`src/rtl/gcn_pkg.sv`:
```
// Shared definitions for the row streaming / argmax datapath.
//   DEF_ADJ_DOT_PROD_WIDTH : default width of one dot-product element
//   DEF_DOT_PROD_COLS      : default number of elements per row
//   DEF_ARGMAX_WIDTH       : default width of an argmax index
//   stream_state_t         : row streamer FSM state encoding
package gcn_pkg;

    localparam int DEF_ADJ_DOT_PROD_WIDTH = 16;
    localparam int DEF_DOT_PROD_COLS      = 3;
    localparam int DEF_ARGMAX_WIDTH       = 2;

    typedef enum logic [1:0] {
        IDLE  = 2'd0,
        ISSUE = 2'd1,
        DRAIN = 2'd2,
        DONE  = 2'd3
    } stream_state_t;

endpackage

```
`src/rtl/row_addr_counter.sv`:
```
// Row address counter for the row streamer.
//   clk, reset : clock, asynchronous active-high reset
//   clear      : synchronous load of zero (has priority over enable)
//   enable     : advance by one row; holds at NUM_ROWS-1 (never wraps)
//   count      : current row index
//   last       : count is at NUM_ROWS-1
module row_addr_counter #(
    parameter int NUM_ROWS       = 6,
    parameter int ROW_ADDR_WIDTH = $clog2(NUM_ROWS)
) (
    input  logic                      clk,
    input  logic                      reset,
    input  logic                      clear,
    input  logic                      enable,
    output logic [ROW_ADDR_WIDTH-1:0] count,
    output logic                      last
);

    localparam logic [ROW_ADDR_WIDTH-1:0] LAST_IDX = ROW_ADDR_WIDTH'(NUM_ROWS - 1);

    assign last = (count == LAST_IDX);

    always_ff @(posedge clk or posedge reset) begin
        if (reset) begin
            count <= '0;
        end else if (clear) begin
            count <= '0;
        end else if (enable && !last) begin
            count <= count + 1'b1;
        end
    end

endmodule

```
`src/rtl/row_argmax_streamer.sv`:
```
// Streams NUM_ROWS rows out of a row memory into an external argmax unit and
// collects one argmax index per row.
//
// State table:
//   IDLE  | waiting for start; start is only accepted here
//   ISSUE | one row read per cycle, addresses 0..NUM_ROWS-1
//   DRAIN | reads finished, waiting for the last argmax to be captured
//   DONE  | one-cycle done pulse, then back to IDLE
//
// Ports:
//   clk, reset   : clock, asynchronous active-high reset
//   start        : one-cycle request to stream all rows
//   row_rd_en    : row memory read strobe
//   row_rd_addr  : row index being read
//   row_rd_data  : row data, valid one cycle after row_rd_en
//   is_read_row  : cur_row holds a valid row for the argmax unit
//   cur_row      : row presented with is_read_row (holds when not loaded)
//   r_row        : cur_row delayed by one cycle
//   argmax_in    : argmax result, valid one cycle after is_read_row
//   busy         : pass in progress (ISSUE/DRAIN)
//   done         : one-cycle pulse after the last result is captured
//   result       : per-row argmax buffer
//
// Build option: ROW_STREAM_RESULT_BUF_EN enables the result buffer. Without it
// result is tied to zero and argmax_in is ignored; pass timing is identical.
module row_argmax_streamer
    import gcn_pkg::*;
#(
    parameter int ADJ_DOT_PROD_WIDTH = DEF_ADJ_DOT_PROD_WIDTH,
    parameter int DOT_PROD_COLS      = DEF_DOT_PROD_COLS,
    parameter int NUM_ROWS           = 6,
    parameter int ROW_ADDR_WIDTH     = $clog2(NUM_ROWS),
    parameter int ARGMAX_WIDTH       = DEF_ARGMAX_WIDTH
) (
    input  logic                                                clk,
    input  logic                                                reset,
    input  logic                                                start,
    output logic                                                row_rd_en,
    output logic [ROW_ADDR_WIDTH-1:0]                           row_rd_addr,
    input  logic [DOT_PROD_COLS-1:0][ADJ_DOT_PROD_WIDTH-1:0]    row_rd_data,
    output logic                                                is_read_row,
    output logic [DOT_PROD_COLS-1:0][ADJ_DOT_PROD_WIDTH-1:0]    cur_row,
    output logic [DOT_PROD_COLS-1:0][ADJ_DOT_PROD_WIDTH-1:0]    r_row,
    input  logic [ARGMAX_WIDTH-1:0]                             argmax_in,
    output logic                                                busy,
    output logic                                                done,
    output logic [NUM_ROWS-1:0][ARGMAX_WIDTH-1:0]               result
);

    stream_state_t state, state_nxt;

    logic                      cnt_clear;
    logic                      cnt_en;
    logic                      cnt_last;
    logic [ROW_ADDR_WIDTH-1:0] cnt;

    // Pipeline valids and "last row" markers: read -> data -> cur_row -> capture
    logic rd_valid;
    logic rd_last;
    logic cur_last;
    logic cap_last;

    row_addr_counter #(
        .NUM_ROWS       (NUM_ROWS),
        .ROW_ADDR_WIDTH (ROW_ADDR_WIDTH)
    ) u_row_addr_counter (
        .clk    (clk),
        .reset  (reset),
        .clear  (cnt_clear),
        .enable (cnt_en),
        .count  (cnt),
        .last   (cnt_last)
    );

    assign row_rd_addr = cnt;

    always_ff @(posedge clk or posedge reset) begin
        if (reset) begin
            state <= IDLE;
        end else begin
            state <= state_nxt;
        end
    end

    always_comb begin
        state_nxt = state;
        cnt_clear = 1'b0;
        cnt_en    = 1'b0;
        row_rd_en = 1'b0;
        busy      = 1'b0;
        done      = 1'b0;
        unique case (state)
            IDLE: begin
                if (start) begin
                    state_nxt = ISSUE;
                    cnt_clear = 1'b1;
                end
            end
            ISSUE: begin
                row_rd_en = 1'b1;
                busy      = 1'b1;
                cnt_en    = 1'b1;
                if (cnt_last) begin
                    state_nxt = DRAIN;
                end
            end
            DRAIN: begin
                busy = 1'b1;
                if (cap_last) begin
                    state_nxt = DONE;
                end
            end
            DONE: begin
                done      = 1'b1;
                state_nxt = IDLE;
            end
            default: state_nxt = IDLE;
        endcase
    end

    always_ff @(posedge clk or posedge reset) begin
        if (reset) begin
            rd_valid    <= 1'b0;
            rd_last     <= 1'b0;
            is_read_row <= 1'b0;
            cur_last    <= 1'b0;
            cap_last    <= 1'b0;
            cur_row     <= '0;
            r_row       <= '0;
        end else begin
            rd_valid    <= row_rd_en;
            rd_last     <= row_rd_en && cnt_last;
            is_read_row <= rd_valid;
            cur_last    <= rd_last;
            cap_last    <= cur_last;
            if (rd_valid) begin
                cur_row <= row_rd_data;
            end
            r_row <= cur_row;
        end
    end

`ifdef ROW_STREAM_RESULT_BUF_EN
    // Row index travels alongside the data so each argmax lands in its own slot.
    logic                                  cap_valid;
    logic [ROW_ADDR_WIDTH-1:0]             rd_idx;
    logic [ROW_ADDR_WIDTH-1:0]             cur_idx;
    logic [ROW_ADDR_WIDTH-1:0]             cap_idx;
    logic [NUM_ROWS-1:0][ARGMAX_WIDTH-1:0] result_q;

    always_ff @(posedge clk or posedge reset) begin
        if (reset) begin
            cap_valid <= 1'b0;
            rd_idx    <= '0;
            cur_idx   <= '0;
            cap_idx   <= '0;
            result_q  <= '0;
        end else begin
            cap_valid <= is_read_row;
            rd_idx    <= cnt;
            cur_idx   <= rd_idx;
            cap_idx   <= cur_idx;
            if (cap_valid) begin
                result_q[cap_idx] <= argmax_in;
            end
        end
    end

    assign result = result_q;
`else
    logic unused_argmax;
    assign unused_argmax = ^argmax_in;
    assign result        = '0;
`endif

endmodule
```
`config.mk`:
```
export PLATFORM = sky130hd
export DESIGN_NAME = row_argmax_streamer
export DESIGN_NICKNAME = d
export VERILOG_FILES = /design/src/rtl/gcn_pkg.sv /design/src/rtl/row_addr_counter.sv /design/src/rtl/row_argmax_streamer.sv
export SDC_FILE = /design/constraint.sdc
export NUM_CORES = 1
export LEC_CHECK = 0
export BUFFER_PORTS_ARGS = -buffer_cell sky130_fd_sc_hd__buf_4
export CAP_MARGIN = 30
export CORE_UTILIZATION = 25
export DETAILED_ROUTE_END_ITERATION = 16
export PLACE_DENSITY = 0.59
export SYNTH_ARGS = -nofsm -noshare
export SYNTH_HDL_FRONTEND = slang
export SYNTH_SLANG_ARGS = --single-unit
```
`constraint.sdc`:
```
create_clock -name clk -period 7.5 [get_ports clk]
set_clock_uncertainty 0.1 [all_clocks]
set_input_delay 0.75 -clock clk [delete_from_list [all_inputs] [get_ports clk]]
set_output_delay 0.75 -clock clk [all_outputs]
set_load 0.02 [all_outputs]
```
==> impl_metrics.env, run 1 <==
export IMPL_rsz0062_at_grt="false"
export IMPL_slew_headroom=0.516
export IMPL_die_x_um=121
export IMPL_worstPathMaxFanout=4
export IMPL_avgSynthCellArea_um2=17.8
export IMPL_drv_cap=0
export IMPL_dp_cells=529
export IMPL_grt_use_total=0.0982
export IMPL_final_nets=420
export IMPL_drive_gt1_frac=0.613
export IMPL_clock_root_buffer="clkbuf_16"
export IMPL_cp_data_arrival_time_ns=1.32
export IMPL_cts_setup_buffers=0
export IMPL_start_util=0.257
export IMPL_cts_buffer_depth=2
export IMPL_crit_type="register to primary output"
export IMPL_yosysSeqAreaShare=0.745
export IMPL_critical_path_required_ns=6.65
export IMPL_finalWorstSetupSlack_ns=5.33
export IMPL_cts_sinks=106
export IMPL_crit_slowest_cell="dfrtp_1"
export IMPL_use_met3=0.0334
export IMPL_syn_inst=200
export IMPL_dieArea_um2=14700
export IMPL_start_kind="register"
export IMPL_first_pass_iters=4
export IMPL_ys_warn_count=0
export IMPL_antenna_cells=0
export IMPL_mostFrequentLayoutCells="154 x buf_4, 105 x dfrtp_1, 48 x mux2_2, 12 x conb_1, 9 x clkbuf_16"
export IMPL_clk_pin_slew_worst_paths_ns=0.07
export IMPL_antenna_found_initial=0
export IMPL_status="completed"
export IMPL_chipHeight_um=121
export IMPL_utilization=0.372
export IMPL_num_vias=2146
export IMPL_netlist_area_um2=3560
export IMPL_clock_latency_ns=0.34
export IMPL_cts_resized=0
export IMPL_p_leak_uw=0.00249
export IMPL_gp_congestion=0.714
export IMPL_grt_pass1_vias=2170
export IMPL_cp_num_buf_inv=2
export IMPL_via_per_inst=3.94
export IMPL_numPortBuffers=153
export IMPL_finalPower_uw=2670
export IMPL_wl_per_cell_um=13.1
export IMPL_rows=43
export IMPL_grt_pass1_wl_um=11000
export IMPL_gr_total_overflow=0
export IMPL_p_per_area_nw_per_um2=517
export IMPL_drt_total_wl_um=7130
export IMPL_crit_family="flip-flops"
export IMPL_fin_crit_sh=0.290
export IMPL_min_period_ns=2.17
export IMPL_grt_max_degree=59
export IMPL_hold_buffers=0
export IMPL_met2_usage=0.151
export IMPL_dp_hpwl_um=5120
export IMPL_setup_viol=0
export IMPL_tightestPinTransition_ns=0.726
export IMPL_ioPinCount=168
export IMPL_drc=0
export IMPL_met1_usage=0.124
export IMPL_finalMaxSlewViolations=0
export IMPL_ant_nets=0
export IMPL_ir_drop_v=0.000203
export IMPL_coreArea_um2=13900
export IMPL_area_delta_synth_final_pct=45.1
export IMPL_tns_ns=0
export IMPL_critPathMaxStageDelay_ns=0.41
export IMPL_cts_tree="done"
export IMPL_holdCritPathClass="register to register"
export IMPL_synth_cell_types=19
export IMPL_fin_cells=544
export IMPL_crit_path_end_kind="primary output"
export IMPL_fmax_mhz=460
export IMPL_cts_buffers=9
export IMPL_cp_cell_sequence="inv_1 -> ha_1 -> buf_4"
export IMPL_finalHoldViolCount=0
export IMPL_gr_max_usage_layer="met2"
export IMPL_preCtsSetupSlack_ns=5.25
export IMPL_htree_levels=3
export IMPL_mostFrequentLayoutCell="buf_4"
export IMPL_ys_ff_latch=106
export IMPL_drtIter0Drc=64
[stage by stage]
step                hold WS (ns)  cell area (µm²)
floorplan                  0.231             3600
finish                     0.251             5170
global placement           0.238             4860
detailed placement         0.235             4880
global route               0.270             5170
CTS                        0.251             5170
[cell families (layout without fill, tap and decap cells)]
kind of cell,Yosys count,in the layout,share of synthesized area
flip-flops,106,106,0.745
multiplexers,50,50,0.158
buffers and inverters,24,177,0.0439
AO/OA/AOI/OAI,8,8,0.0207
adder cells (fa/ha/maj),7,7,0.0246
AND/OR/NAND/NOR,3,3,0.00457
other,1,12,0.00105
XOR/XNOR,1,1,0.00246
[worst paths after layout]
kind / from / to / slack (ns) / cells after the start
worst max-delay path: state[0] / busy / 5.33 / 3
worst min-delay path: rd_last / cur_last / 0.25 / 0
worst max register to register: state[1] / state[1] / 5.79 / 5
worst min register to register: rd_last / cur_last / 0.25 / 0
max in group asynchronous: reset / r_row[43] / 5.74 / 3
min in group asynchronous: reset / cur_row[16] / 0.38 / 2
[registers in the layout (all words and copies together) (netlist names)]
register,flops
cap_last,1
cur_last,1
cur_row,48
is_read_row,1
r_row,48
rd_last,1
rd_valid,1
state,2
u_row_addr_counter.count,3
[area by class of cell]
type	instances	area [µm²]
clock buffer	12	267
clock inverter	3	22.5
fill	1335	8710
inverter	7	28.8
multi-input combinational	81	793
sequential	106	2650
tap	180	225
timing repair buffer	155	1180
[per-layer routing]
layer / vias up / wire length, µm
met5: - / 0
met4: 0 / 59
met3: 5 / 500
met2: 90 / 3490
met1: 1081 / 3080
li1: 970 / -
[synth_stat cells]
library cell | instances | area share
a21boi_0 | 1 | 0.0021
a21boi_4 | 1 | 0.0053
a21oi_1 | 3 | 0.0042
a221oi_2 | 1 | 0.0042
a2bb2oi_1 | 2 | 0.0049
and3_1 | 2 | 0.0035
buf_2 | 2 | 0.0028
buf_4 | 13 | 0.027
buf_6 | 2 | 0.0063
conb_1 | 1 | 0.0011
dfrtp_1 | 106 | 0.74
ha_1 | 7 | 0.025
inv_1 | 6 | 0.0063
inv_2 | 1 | 0.0011
mux2_1 | 1 | 0.0032
mux2_2 | 48 | 0.15
mux2i_1 | 1 | 0.0028
nor2_1 | 1 | 0.0011
xnor2_1 | 1 | 0.0025
[where the power goes]
group | switching (µW) | leakage [µW] | internal, µW | total (µW)
sequential | 178 | 0.00125 | 858 | 1040
combinational | 608 | 0.00109 | 575 | 1180
clock | 200 | 0.000145 | 252 | 452
total | 986 | 0.00249 | 1690 | 2670
Note: power is estimated with default switching activity, not from simulation.
==> inputs of run 2 (changes only) <==
--- a/config.mk
+++ b/config.mk
@@ -5,6 +5,7 @@
 export SDC_FILE = /design/constraint.sdc
 export NUM_CORES = 1
 export LEC_CHECK = 0
+export ABC_AREA = 1
 export BUFFER_PORTS_ARGS = -buffer_cell sky130_fd_sc_hd__buf_4
 export CAP_MARGIN = 30
 export CORE_UTILIZATION = 25
==> constraint.sdc (replaced) <==
create_clock -name clk -period 2 [get_ports clk]
set_clock_uncertainty 0.1 [all_clocks]
set_input_delay 0.2 -clock clk [delete_from_list [all_inputs] [get_ports clk]]
set_output_delay 0.2 -clock clk [all_outputs]
set_load 0.02 [all_outputs]
==> impl_metrics.env, run 2 <==
export IMPL_antenna_found_initial=0
export IMPL_drive_gt1_frac=0.512
export IMPL_yosys_area_share_simple=0.0318
export IMPL_critical_path_required_ns=1.70
export IMPL_dieArea_um2=15100
export IMPL_ys_warn_count=0
export IMPL_htree_levels=3
export IMPL_avgSynthCellArea_um2=16.7
export IMPL_dp_cells=549
export IMPL_tns_ns=0
export IMPL_grt_max_degree=107
export IMPL_grt_use_total=0.110
export IMPL_cp_data_arrival_time_ns=1.36
export IMPL_critPathMaxStageDelay_ns=0.42
export IMPL_fmax_mhz=601
export IMPL_crit_path_end_kind="primary output"
export IMPL_rsz0062_at_grt="false"
export IMPL_p_leak_uw=0.00282
export IMPL_cts_tree="done"
export IMPL_yosys_most_used_dff="dfrtp_1"
export IMPL_final_nets=489
export IMPL_crit_family="flip-flops"
export IMPL_finalMaxSlewViolations=0
export IMPL_grt_pass1_wl_um=12300
export IMPL_ir_drop_v=0.000988
export IMPL_status="completed"
export IMPL_top_layer_used="met4"
export IMPL_synth_edff_count=0
export IMPL_cts_sinks=106
export IMPL_clock_root_buffer="clkbuf_16"
export IMPL_crit_slowest_cell="dfrtp_1"
export IMPL_finalHoldViolCount=0
export IMPL_synth_area_leaders="dfrtp_1 73%, mux2_2 8.6%, mux2_4 8.2%"
export IMPL_cts_buffers=9
export IMPL_fin_cells=614
export IMPL_area_delta_synth_final_pct=57.1
export IMPL_synth_mux_area_frac=0.168
export IMPL_met1_length_um=3330
export IMPL_drc=0
export IMPL_syn_inst=219
export IMPL_grt_pass1_vias=2452
export IMPL_slew_headroom=0.630
export IMPL_p_per_area_nw_per_um2=1790
export IMPL_regToRegSetupSlack_ns=0.61
export IMPL_synthTopCellsByCount="106 x dfrtp_1, 28 x mux2_2, 20 x mux2_4, 20 x nand2_1, 13 x inv_1"
export IMPL_start_util=0.260
export IMPL_chipHeight_um=123
export IMPL_cp_cell_sequence="inv_1 -> ha_1 -> buf_4"
export IMPL_ant_nets=0
export IMPL_ioPinCount=168
export IMPL_yosysSeqAreaShare=0.725
export IMPL_drtIter0Drc=82
export IMPL_crit_type="register to primary output"
export IMPL_rows=43
export IMPL_synth_compound_area_frac=0
export IMPL_reg_top3="cur_row (48), r_row (48), u_row_addr_counter.count (3)"
export IMPL_setup_viol=0
export IMPL_mostFrequentLayoutCells="155 x buf_4, 105 x dfrtp_1, 49 x dlygate4sd3_1, 28 x mux2_2"
export IMPL_worstPathMaxFanout=4
export IMPL_synth_top_family_by_area="multiplexers"
export IMPL_min_period_ns=1.66
export IMPL_synth_cell_types=14
export IMPL_antenna_cells=0
export IMPL_via_per_inst=3.88
export IMPL_start_kind="register"
export IMPL_clock_latency_ns=0.35
export IMPL_coreArea_um2=14100
export IMPL_synth_xor_area_frac=0
export IMPL_gr_total_overflow=0
export IMPL_fin_crit_sh=0.831
export IMPL_first_pass_iters=4
export IMPL_num_vias=2383
export IMPL_cp_num_buf_inv=2
export IMPL_cts_buffer_depth=2
export IMPL_yosys_area_share_adder=0.0239
export IMPL_dr_wl_met3_um=735
export IMPL_yosysMostFrequentCell="dfrtp_1"
export IMPL_met2_length_um=3840
export IMPL_tightestPinTransition_ns=0.555
export IMPL_wl_per_cell_um=13.1
export IMPL_mostFrequentLayoutCell="buf_4"
export IMPL_dp_hpwl_um=5200
export IMPL_clk_pin_slew_worst_paths_ns=0.07
export IMPL_die_x_um=123
export IMPL_netlist_area_um2=3660
export IMPL_synth_top_cell_area_share=0.725
export IMPL_async_flop_share=1.00
export IMPL_drv_cap=0
export IMPL_holdCritPathClass="input pin to register"
export IMPL_numPortBuffers=153
export IMPL_ys_ff_latch=106
export IMPL_gp_congestion=0.733
export IMPL_drt_total_wl_um=8050
export IMPL_synth_largest_area_cell="dfrtp_1"
run 2: final timing paths:
path | startpoint | endpoint | cells after the start
worst min-delay path | start | u_row_addr_counter.count[2] | 4
min in group asynchronous | reset | r_row[12] | 4
worst min register to register | cur_last | cap_last | 0
worst max register to register | state[1] | u_row_addr_counter.count[1] | 7
worst max-delay path | state[0] | busy | 3
max in group asynchronous | reset | rd_valid | 4
run 2: area by class of cell:
type	instances	area, µm²
sequential	106	2650
clock inverter	7	52.6
multi-input combinational	94	865
fill	1307	8350
clock buffer	9	225
tap	180	225
inverter	13	52.6
timing repair buffer	205	1670
run 2: kinds of logic after synthesis:
| group | count (synthesis) |
|---|---|
| flops | 106 |
| mux | 48 |
| buf+inv | 30 |
| simple gates | 27 |
| fa+ha+maj | 7 |
| other cells | 1 |
run 2: power by group:
group	leakage (µW)	switching, µW	internal, µW
clock network	0.000137	801	855
logic	0.00142	2500	2320
registers	0.00126	599	3220
total	0.00282	3890	6390
run 2: what timing repair did:
item | 4_1_cts | 5_1_grt
endpoints found under the hold margin | 154 | 0
setup buffers | 0 | 0
gates resized for setup | 0 | 0
hold buffers | 49 | 0
endpoints found under the setup margin | 0 | 0
run 2: stage by stage:
step / cell area [µm²] / power (µW) / worst slack [ns] / util / hold WS, ns
final: 5750 / 10300 / 0.337 / 0.408 / 0.0971
after global routing: 5750 / 10900 / 0.273 / 0.408 / 0.111
after CTS: 5750 / 10400 / 0.312 / 0.408 / 0.0776
after detailed placement: 4980 / 8640 / 0.602 / 0.353 / 0.236
after global placement: 4980 / 8560 / 0.623 / 0.353 / 0.237
after floorplan: 3700 / 6530 / 0.426 / - / 0.231
run 2: layer usage:
metal  up-vias  global-route usage
li1       1109                   -
met1      1148               0.125
met2       115               0.179
met3        11              0.0452
met4         0              0.0542
met5         -                   0
run 2: worst min-delay path, cell delays in order:
cell and delay [ns]:
buf_4 0.08, nand2_1 0.08, nand3_1 0.09, nand2_1 0.05
==> inputs of run 3 (changes only) <==
--- a/config.mk
+++ b/config.mk
@@ -5,7 +5,7 @@
 export SDC_FILE = /design/constraint.sdc
 export NUM_CORES = 1
 export LEC_CHECK = 0
-export ABC_AREA = 1
+export ABC_AREA = 0
 export BUFFER_PORTS_ARGS = -buffer_cell sky130_fd_sc_hd__buf_4
 export CAP_MARGIN = 30
 export CORE_UTILIZATION = 25
==> constraint.sdc (replaced) <==
create_clock -name clk -period 1.7 [get_ports clk]
set_clock_uncertainty 0.1 [all_clocks]
set_input_delay 0.17 -clock clk [delete_from_list [all_inputs] [get_ports clk]]
set_output_delay 0.17 -clock clk [all_outputs]
set_load 0.02 [all_outputs]
==> impl_metrics.env, run 3 (same netlist as run 1, synthesis figures left out) <==
export IMPL_status="completed"
export IMPL_grt_pass1_wl_um=12000
export IMPL_cts_buffers=9
export IMPL_mostFrequentLayoutCells="159 x buf_4, 105 x dfrtp_1, 50 x dlygate4sd3_1, 48 x mux2_2, 12 x conb_1"
export IMPL_fin_crit_sh=0.964
export IMPL_worst_path_stages=5
export IMPL_drv_cap=0
export IMPL_rows=43
export IMPL_antenna_found_initial=0
export IMPL_cp_data_arrival_time_ns=1.77
export IMPL_crit_type="register to register"
export IMPL_antenna_cells=0
export IMPL_critPathMaxStageDelay_ns=0.40
export IMPL_drive_gt1_frac=0.549
export IMPL_gp_congestion=0.712
export IMPL_area_delta_synth_final_pct=61.2
export IMPL_dieArea_um2=14700
export IMPL_htree_levels=3
export IMPL_drt_total_wl_um=7800
export IMPL_mostFrequentLayoutCell="buf_4"
export IMPL_hold_ws_ns=0.254
export IMPL_numPortBuffers=153
export IMPL_finalHoldViolCount=0
export IMPL_wl_per_cell_um=13.0
export IMPL_via_per_inst=3.91
export IMPL_utilization=0.413
export IMPL_tightestPinTransition_ns=0.521
export IMPL_p_per_area_nw_per_um2=2110
export IMPL_min_period_ns=1.64
export IMPL_finalMaxSlewViolations=0
export IMPL_cts_sinks=106
export IMPL_chipHeight_um=121
export IMPL_coreArea_um2=13900
export IMPL_cts_buffer_depth=2
export IMPL_first_pass_iters=2
export IMPL_grt_pass1_vias=2425
export IMPL_crit_slowest_cell="dfrtp_1"
export IMPL_clk_pin_slew_worst_paths_ns=0.07
export IMPL_p_leak_uw=0.00273
export IMPL_clock_root_buffer="clkbuf_16"
export IMPL_start_kind="register"
export IMPL_crit_path_end_kind="register"
export IMPL_cts_tree="done"
export IMPL_clock_latency_ns=0.34
export IMPL_whs_path_depth=0
export IMPL_ant_nets=0
export IMPL_ir_drop_v=0.000891
export IMPL_r2r_cells=5
export IMPL_cp_cell_sequence="inv_2 -> ha_1 -> a21boi_4 -> a221oi_2 -> mux2_1"
export IMPL_cp_num_buf_inv=1
export IMPL_worstPathMaxFanout=5
export IMPL_start_util=0.257
export IMPL_holdCritPathClass="register to register"
export IMPL_gr_total_overflow=0
export IMPL_fmax_mhz=610
export IMPL_drtIter0Drc=60
export IMPL_dp_hpwl_um=5310
export IMPL_crit_family="compound AO/OA/AOI/OAI gates"
export IMPL_reg_top3="cur_row (48), r_row (48), u_row_addr_counter.count (3)"
export IMPL_ioPinCount=168
export IMPL_num_vias=2350
export IMPL_grt_max_degree=67
export IMPL_die_x_um=121
export IMPL_final_nets=476
export IMPL_fill_cells=1290
export IMPL_grt_use_total=0.107
export IMPL_drc=0
export IMPL_setup_viol=0
export IMPL_slew_headroom=0.653
export IMPL_critical_path_required_ns=1.83
run 3: cell count changes in the layout (fill, tap and decap cells not counted), sizes merged, moves of 3 or more:
cell | previous run | this run
a21oi | 0 | 3
buf | 156 | 161
inv | 15 | 8
nand2 | 20 | 0
run 3: path summary, 6_finish.rpt:
kind                       startpoint         to  slack, ns
max                          state[1]   state[1]       0.06
min                           rd_last   cur_last       0.25
max reg2reg                  state[1]   state[1]       0.06
min reg2reg                   rd_last   cur_last       0.25
max in group asynchronous       reset   rd_valid       0.62
min in group asynchronous       reset  r_row[36]       0.41
run 3: layer usage:
metal  part of all wire  track usage
met1               0.42        0.125
met2               0.50        0.178
met3              0.061       0.0352
met4              0.016       0.0486
met5                  0            0
run 3: what timing repair did:
action                                  CTS  global route
resized for setup                         0             1
hold endpoints to repair                157             0
endpoints found under the setup margin    0             1
hold buffers                             50             0
buffers inserted                          0             2
run 3: metrics by stage:
stage	setup WS, ns	total power [µW]	instance area, µm²	TNS (ns)	std cells
2_1_floorplan	0.0256	7490	3610	0	211
3_3_place_gp	0.117	9880	4920	0	533
3_5_place_dp	0.0331	10000	4920	0	533
4_1_cts	0.0220	12300	5720	0	599
5_1_grt	-0.00503	12800	5740	-0.00503	601
6_report	0.0615	12100	5740	0	601
run 3: power by group:
part	switching (µW)	internal (µW)	leakage, µW
Combinational	2840	2700	0.00133
Clock	943	1160	0.000152
Sequential	703	3790	0.00125
Total	4480	7640	0.00273
run 3: area by class of cell:
| type | count | area (µm²) | share of cell area |
|---|---|---|---|
| clock buffer | 9 | 225 | 0.0392 |
| clock inverter | 7 | 77.6 | 0.0135 |
| inverter | 7 | 30.0 | 0.00523 |
| multi-input combinational | 81 | 793 | 0.138 |
| sequential | 106 | 2650 | 0.462 |
| tap | 180 | 225 | 0.0392 |
| timing repair buffer | 211 | 1730 | 0.302 |
